==> src/rtl/sleep_ctrl.sv <==
// Power-gating sequencer for one switchable domain.
// Enters low power with save -> isolate -> power off. Leaves it with power up -> settle ->
// restore -> de-isolate. Entry is triggered by sleep_req or by a run of idle cycles.
//
// Parameters:
//   WAKE_CYCLES  power-up settle cycles spent in PWRUP (1..255)
//   IDLE_CYCLES  consecutive idle cycles before auto-sleep entry (1..255)
// Ports:
//   clk        rising-edge clock
//   rst        synchronous active-high reset
//   sleep_req  level request to enter low-power mode
//   wake_req   level request to exit low-power mode
//   idle       gated domain reports no activity
//   auto_en    enables idle-driven auto-sleep
//   sleep      power switch control, 1 = domain powered off
//   iso        output isolation enable
//   save       one-cycle retention save strobe
//   restore    one-cycle retention restore strobe
//   state      current FSM state encoding
//   wake_done  one-cycle pulse when the domain is fully active again
module sleep_ctrl #(
  parameter int unsigned WAKE_CYCLES = 4,
  parameter int unsigned IDLE_CYCLES = 8
) (
  input  logic       clk,
  input  logic       rst,
  input  logic       sleep_req,
  input  logic       wake_req,
  input  logic       idle,
  input  logic       auto_en,
  output logic       sleep,
  output logic       iso,
  output logic       save,
  output logic       restore,
  output logic [2:0] state,
  output logic       wake_done
);

  typedef enum logic [2:0] {
    StActive  = 3'd0,
    StSave    = 3'd1,
    StIsolate = 3'd2,
    StOff     = 3'd3,
    StPwrup   = 3'd4,
    StRestore = 3'd5,
    StDeiso   = 3'd6
  } state_e;

  localparam logic [7:0] WakeLast = 8'(WAKE_CYCLES - 1);
  localparam logic [7:0] IdleLast = 8'(IDLE_CYCLES - 1);

  state_e     state_q, state_d;
  logic [7:0] settle_q;
  logic [7:0] idle_q;
  logic       pend_q;
  logic       idle_hit;
  logic       auto_trig;

  assign idle_hit  = idle && auto_en;
  // idle_q holds the number of earlier consecutive idle cycles; this cycle completes the run.
  assign auto_trig = idle_hit && (idle_q >= IdleLast);

  always_comb begin
    state_d = state_q;
    case (state_q)
      // wake_req has priority: it blocks both explicit and automatic entry.
      StActive:  if (!wake_req && (sleep_req || auto_trig)) state_d = StSave;
      StSave:    state_d = StIsolate;
      StIsolate: state_d = StOff;
      StOff:     if (wake_req || pend_q) state_d = StPwrup;
      StPwrup:   if (settle_q == WakeLast) state_d = StRestore;
      StRestore: state_d = StDeiso;
      StDeiso:   state_d = StActive;
      default:   state_d = StActive;
    endcase
  end

  // Outputs are registered from the next state so they line up with the state register.
  always_ff @(posedge clk) begin
    if (rst) begin
      state_q   <= StActive;
      settle_q  <= 8'd0;
      idle_q    <= 8'd0;
      pend_q    <= 1'b0;
      sleep     <= 1'b0;
      iso       <= 1'b0;
      save      <= 1'b0;
      restore   <= 1'b0;
      wake_done <= 1'b0;
    end else begin
      state_q <= state_d;

      // Zero on entry to PWRUP, counts while staying there.
      if (state_q == StPwrup && state_d == StPwrup) settle_q <= settle_q + 8'd1;
      else                                          settle_q <= 8'd0;

      // Saturating run length of idle cycles; any break or leaving ACTIVE clears it.
      if (state_q == StActive && state_d == StActive && idle_hit) begin
        if (idle_q != 8'hff) idle_q <= idle_q + 8'd1;
      end else begin
        idle_q <= 8'd0;
      end

      // A wake arriving mid-entry is remembered so OFF is left right after it is reached.
      if ((state_q == StSave || state_q == StIsolate) && wake_req) pend_q <= 1'b1;
      else if (state_d == StPwrup)                                  pend_q <= 1'b0;

      sleep     <= (state_d == StOff);
      iso       <= (state_d == StIsolate) || (state_d == StOff) ||
                   (state_d == StPwrup) || (state_d == StRestore);
      save      <= (state_d == StSave);
      restore   <= (state_d == StRestore);
      wake_done <= (state_d == StDeiso);
    end
  end

  assign state = state_q;

endmodule
==> config.mk <==
export PLATFORM = sky130hd
export DESIGN_NAME = sleep_ctrl
export DESIGN_NICKNAME = d
export VERILOG_FILES = /design/src/rtl/sleep_ctrl.sv
export SDC_FILE = /design/constraint.sdc
export NUM_CORES = 1
export LEC_CHECK = 0
export CAP_MARGIN = 20
export CORE_AREA = 2 2 50 52
export CTS_CLUSTER_DIAMETER = 150
export CTS_CLUSTER_SIZE = 10
export DETAILED_ROUTE_END_ITERATION = 6
export DIE_AREA = 0 0 52 54
export PLACE_DENSITY = 0.83
export SYNTH_ARGS = -nofsm -noshare
export SYNTH_HDL_FRONTEND = slang
export SYNTH_SLANG_ARGS = --single-unit
==> constraint.sdc <==
create_clock -name clk -period 4.35 [get_ports clk]
set_clock_uncertainty 0.15 [all_clocks]
set_input_delay 0.6525 -clock clk [delete_from_list [all_inputs] [get_ports clk]]
set_output_delay 0.6525 -clock clk [all_outputs]
set_load 0.05 [all_outputs]
Yosys cells after proc, flatten, opt, wreduce, memory -nomap -nowiden
Cells that the tools add are included.

operators by class
  reduce and logical (&&, ||, !) cells = 19
  equal/unequal tests = 13
  add/subtract/negate cells = 2
  multiplexer cells = 6
  magnitude comparators = 1
  bitwise gates (word level) = 2

operators with widths
  operator               number
  $pmux W3 S6            1
  $add A8 B1 Y8 const B  2
  $eq A3 B3 Y1 const B   5
  $eq A3 B2 Y1 const B   4
  $mux W3                3
  $eq A8 B2 Y1 const B   1
  $ge A8 B3 Y1 const B   1
  $ne A8 B8 Y1 const B   1
  $logic_and A1 B1 Y1    7
  $eq A3 B1 Y1 const B   2
  $logic_not A3 Y1       2
  $logic_or A1 B1 Y1     6
  $reduce_or A2 Y1       2
  $mux W1                2
  $not A1 Y1             2
  $reduce_bool A2 Y1     1
  $logic_not A1 Y1       1

storage, ports and cells
  register bits after elaboration = 25
  bits of input ports = 6

Longest topological paths before layout
  depth in word-level cells = 11
  depth in mapped cells = 4
  mapped depth without buffers = 4

Worst setup path after synthesis
No wires, ideal clock.

  kind = register to register
  start = register state_q[0] (netlist: state[0])
  end = register settle_q[2]
  clock period less this slack = 1.917 ns
  cell stages (with the launch flop) = 4
  required time = 4.063 ns
  arrival time = 1.631 ns
  path buffers = 0
  path slack = 2.433 ns
  cell sequence = dfxtp_1 > or4b_1 > o2111ai_1 > nor2_1

on the way
  longest elaborated chain between the ends = 6
  elaborated cells on any way between the ends = 14

RTL lines
  element                               line  RTL
  start, declared                       52    state_e state_q, state_d;
  start signal, assigned                81    state_q <= StActive;
  start signal, assigned                91    state_q <= state_d;
  $eq A3 B3 Y1 (tied with other cells)  65    case (state_q)
  $pmux W3 S6                           65
  $eq A3 B3 Y1                          94    if (state_q == StPwrup && state_d == StPwrup) settle_q <= settle_q + 8'd1;
  $logic_and A1 B1 Y1 *                 94
  $not A1 Y1 (no line) *                --
  $reduce_or A2 Y1 (no line) *          --
  end signal, assigned                  94
  end, declared                         53    logic [7:0] settle_q;

Mark *: on every way between the ends. The rest lies on a longest branch, timed or not.
A chain may end at the register's enable or synchronous reset.

Worst setup path after layout
  start = register state_q[1] (netlist: state[1])
  end = output state[1]

RTL lines
  element        line  RTL
  end, declared  35    output logic [2:0] state,

No word-level cell between the ends.

==> results.cfg <==
[outcome]
run_status = completed

[synthesis]
register_area_share_after_synthesis = 0.4577
synth_enable_flop_cells = 0
yosysUniqueCellTypes = 33
synthesis.nets = 130
avgSynthCellArea_sq_um = 8.964
synth.ff_latch_count = 25
yosys-top-cells-area = sky130_fd_sc_hd__dfxtp_1 46%, sky130_fd_sc_hd__nor2_1 4.1%, sky130_fd_sc_hd__a2111oi_0 3.2%
cells_after_synth = 122
synth_top_area_cell = sky130_fd_sc_hd__dfxtp_1
number_of_warnings_issued_by_yosys = 0
synth-async-reset-ratio = 0
synth_top_cell_area_share = 0.4577
synthTopCellsByCount = 25 x sky130_fd_sc_hd__dfxtp_1, 12 x sky130_fd_sc_hd__nor2_1, 7 x sky130_fd_sc_hd__o21ai_0
synth.most_common_cell = sky130_fd_sc_hd__dfxtp_1
synth_top_flop_cell = sky130_fd_sc_hd__dfxtp_1
synth_area_sq_mm = 0.001094

[layout]
multi_input_comb_area_sq_um = 556.8
drive_above_1_share = 0.04412
layout_overhead_on_the_synthesized_area_pct = 16.82
num_antenna_cells = 0
nFillCells = 221
register_area_sq_um = 500.5
number_of_nets_in_the_layout = 145

[sta]
fin_crit_ns = 2.520
timing.hold.ws_ns = 0.3436
achievable-frequency_mhz = 396.9
final-hold-violation-count = 0
report.final.setup_viol = 0
rsz0062_at_grt = false
timing.setup.tns_ns = 0
drv_slew = 0
worst-slew-pin-transition_ns = 0.6828
fin_crit_sh = 0.5793
slew-limit-headroom = 0.5448

[critical_path]
worst_ep_required_time_ns = 3.55
worst_setup_path_end_kind = output pin
critical_path.top_delay_family = buffers and inverters
timing.critical_path.slowest_cell_delay_ns = 0.87
criticalPathCategory = reg -> out
setup.worst_path.start_class = register
worstPathMaxFanout = 9
cp_num_buf_inv = 1
crit_arrival_ns = 1.72
path_cells = clkdlybuf4s50_1
crit_path_top_delay_cell = sky130_fd_sc_hd__clkdlybuf4s50_1

[die]
floorplan.die.width_um = 52
pin_count = 14
die_area_sq_mm = 0.002808
core_sq_mm = 0.002320
die_y_um = 54
start_util = 0.4714
number_of_core_rows = 18

[detailed_routing]
drt-wirelength-per-cell_um = 13.63
finalWirelength_um = 2263
antenna_violating_nets_post_route = 0
drt-vias-per-instance = 5.783
drcViolationCount = 0
routed-wl-met3_um = 86
m1WireLength_um = 1004
route.met2.wl_um = 1157
vias = 960
top_signal_layer_used = met4
first_pass_iters = 4
drt_iter0_markers = 24

[global_routing]
global_router_s_overall_resource_usage = 0.1813
grt_antenna_before_repair = 0
global_route_wire_length_before_repair_um = 3808
grt_remaining_overflow = 0
grt_max_degree = 16
first_global_vias = 861

[clock_tree]
post_cts_resize_count = 0
clock_tree_from_tritoncts = built
cts_buffers = 3
clkTransAtPathRegs_ns = 0.15
clock_tree.buffer_depth = 2
cts-htree-levels = 1
cts_post_setup_buffers_inserted = 0
cts.sinks = 25
cts_root_buffer = sky130_fd_sc_hd__clkbuf_4
hold_buffers = 0
worstSkewPairLatency_ns = 0.31

[pwr]
ir_worst_vdd_mv = 0.2180
power.leakage_nw = 0.4139
power.density_mw_per_mm2 = 303.1

[place]
place_congestion = 0.8545
post-dp-hpwl_um = 1707
buffer_ports.inserted = 13

[job]
max-cap-violations = 0

[worst_hold_path]
worst_hold_path_type = reg -> reg
power breakdown:
group | switching, W | internal, W | leakage (nW)
Clock | 0.0000711 | 0.0000350 | 0.0139
Combinational | 0.0000251 | 0.0000174 | 0.198
Sequential | 0.00000487 | 0.000234 | 0.202
kinds of logic (layout without fill, tap and decap cells):
logic type	count (synthesis)	after routing	share of synthesized area
buffers and inverters	9	23	0.03318
AND/OR/NAND/NOR	53	53	0.2723
flip-flops	25	25	0.4577
adder cells (fa/ha/maj)	2	2	0.02288
XOR/XNOR	5	5	0.04005
AO/OA/AOI/OAI	28	28	0.1739
cell type report:
type	instances	area share
Multi-Input combinational cell	88	0.4358
Clock inverter	1	0.005877
Inverter	6	0.01763
Timing Repair Buffer	13	0.1019
Tap cell	30	0.02938
Clock buffer	3	0.01763
Sequential cell	25	0.3918
layout by cell type, fill, tap and decap left out:
cell type / netlist / routed
sky130_fd_sc_hd__nor4_1: 5 / 5
sky130_fd_sc_hd__a31oi_1: 3 / 3
sky130_fd_sc_hd__a211oi_1: 2 / 2
sky130_fd_sc_hd__inv_1: 6 / 6
sky130_fd_sc_hd__clkbuf_4: 0 / 3
sky130_fd_sc_hd__ha_1: 2 / 2
sky130_fd_sc_hd__clkdlybuf4s50_1: 0 / 13
sky130_fd_sc_hd__nor2b_1: 3 / 3
sky130_fd_sc_hd__a21oi_1: 6 / 6
sky130_fd_sc_hd__nor4b_1: 1 / 1
sky130_fd_sc_hd__o2bb2ai_1: 1 / 1
sky130_fd_sc_hd__or4_4: 1 / 1
sky130_fd_sc_hd__nand3_1: 6 / 6
sky130_fd_sc_hd__or4b_1: 1 / 1
sky130_fd_sc_hd__nor3_1: 4 / 4
sky130_fd_sc_hd__nand2b_1: 3 / 3
sky130_fd_sc_hd__nor2_1: 12 / 12
sky130_fd_sc_hd__nand2_1: 2 / 2
sky130_fd_sc_hd__clkinvlp_4: 0 / 1
sky130_fd_sc_hd__nand4_1: 3 / 3
sky130_fd_sc_hd__xnor2_1: 2 / 2
sky130_fd_sc_hd__a211o_1: 1 / 1
sky130_fd_sc_hd__o2111ai_1: 1 / 1
sky130_fd_sc_hd__a41oi_1: 1 / 1
sky130_fd_sc_hd__and2_1: 3 / 3
sky130_fd_sc_hd__or3_1: 5 / 5
sky130_fd_sc_hd__dfxtp_1: 25 / 25
sky130_fd_sc_hd__xor2_1: 3 / 3
sky130_fd_sc_hd__and3_1: 3 / 3
sky130_fd_sc_hd__o21ai_0: 7 / 7
sky130_fd_sc_hd__a2bb2oi_1: 1 / 1
sky130_fd_sc_hd__and4_1: 1 / 1
sky130_fd_sc_hd__a211oi_2: 1 / 1
sky130_fd_sc_hd__a2111oi_0: 4 / 4
path summary, 6_finish.rpt:
check | from | end | slack [ns] | depth (start not counted)
worst max-delay path | state[1] | state[1] | 1.83 | 1
worst min-delay path | settle_q[7] | settle_q[7] | 0.34 | 2
worst max register to register | settle_q[0] | settle_q[2] | 2.21 | 4
worst min register to register | settle_q[7] | settle_q[7] | 0.34 | 2
per-stage QoR:
step,utilization,total power [W],cell area (sq um),worst slack [ns],instances
6_report,0.5507,0.0003872,1277,1.830,166
5_1_grt,0.5507,0.0004033,1277,1.758,166
4_1_cts,0.5507,0.0003904,1277,1.824,166
3_5_place_dp,0.5378,0.0002857,1247,1.806,162
3_3_place_gp,0.5378,0.0002844,1247,1.966,162
2_1_floorplan,-,0.0002706,1094,2.433,122
flip-flops by register name, summed over array words and instances, names as in the netlist:
name	count
idle_q	8
sleep	1
restore	1
wake_done	1
save	1
pend_q	1
settle_q	8
iso	1
state	3
layer usage:
layer  up-vias  GRT usage
li1        483          -
met1       449     0.2213
met2        26     0.3249
met3         2    0.03333
met4         0    0.05263
met5         -          0
No activity file was read; power rests on OpenSTA's default activity.
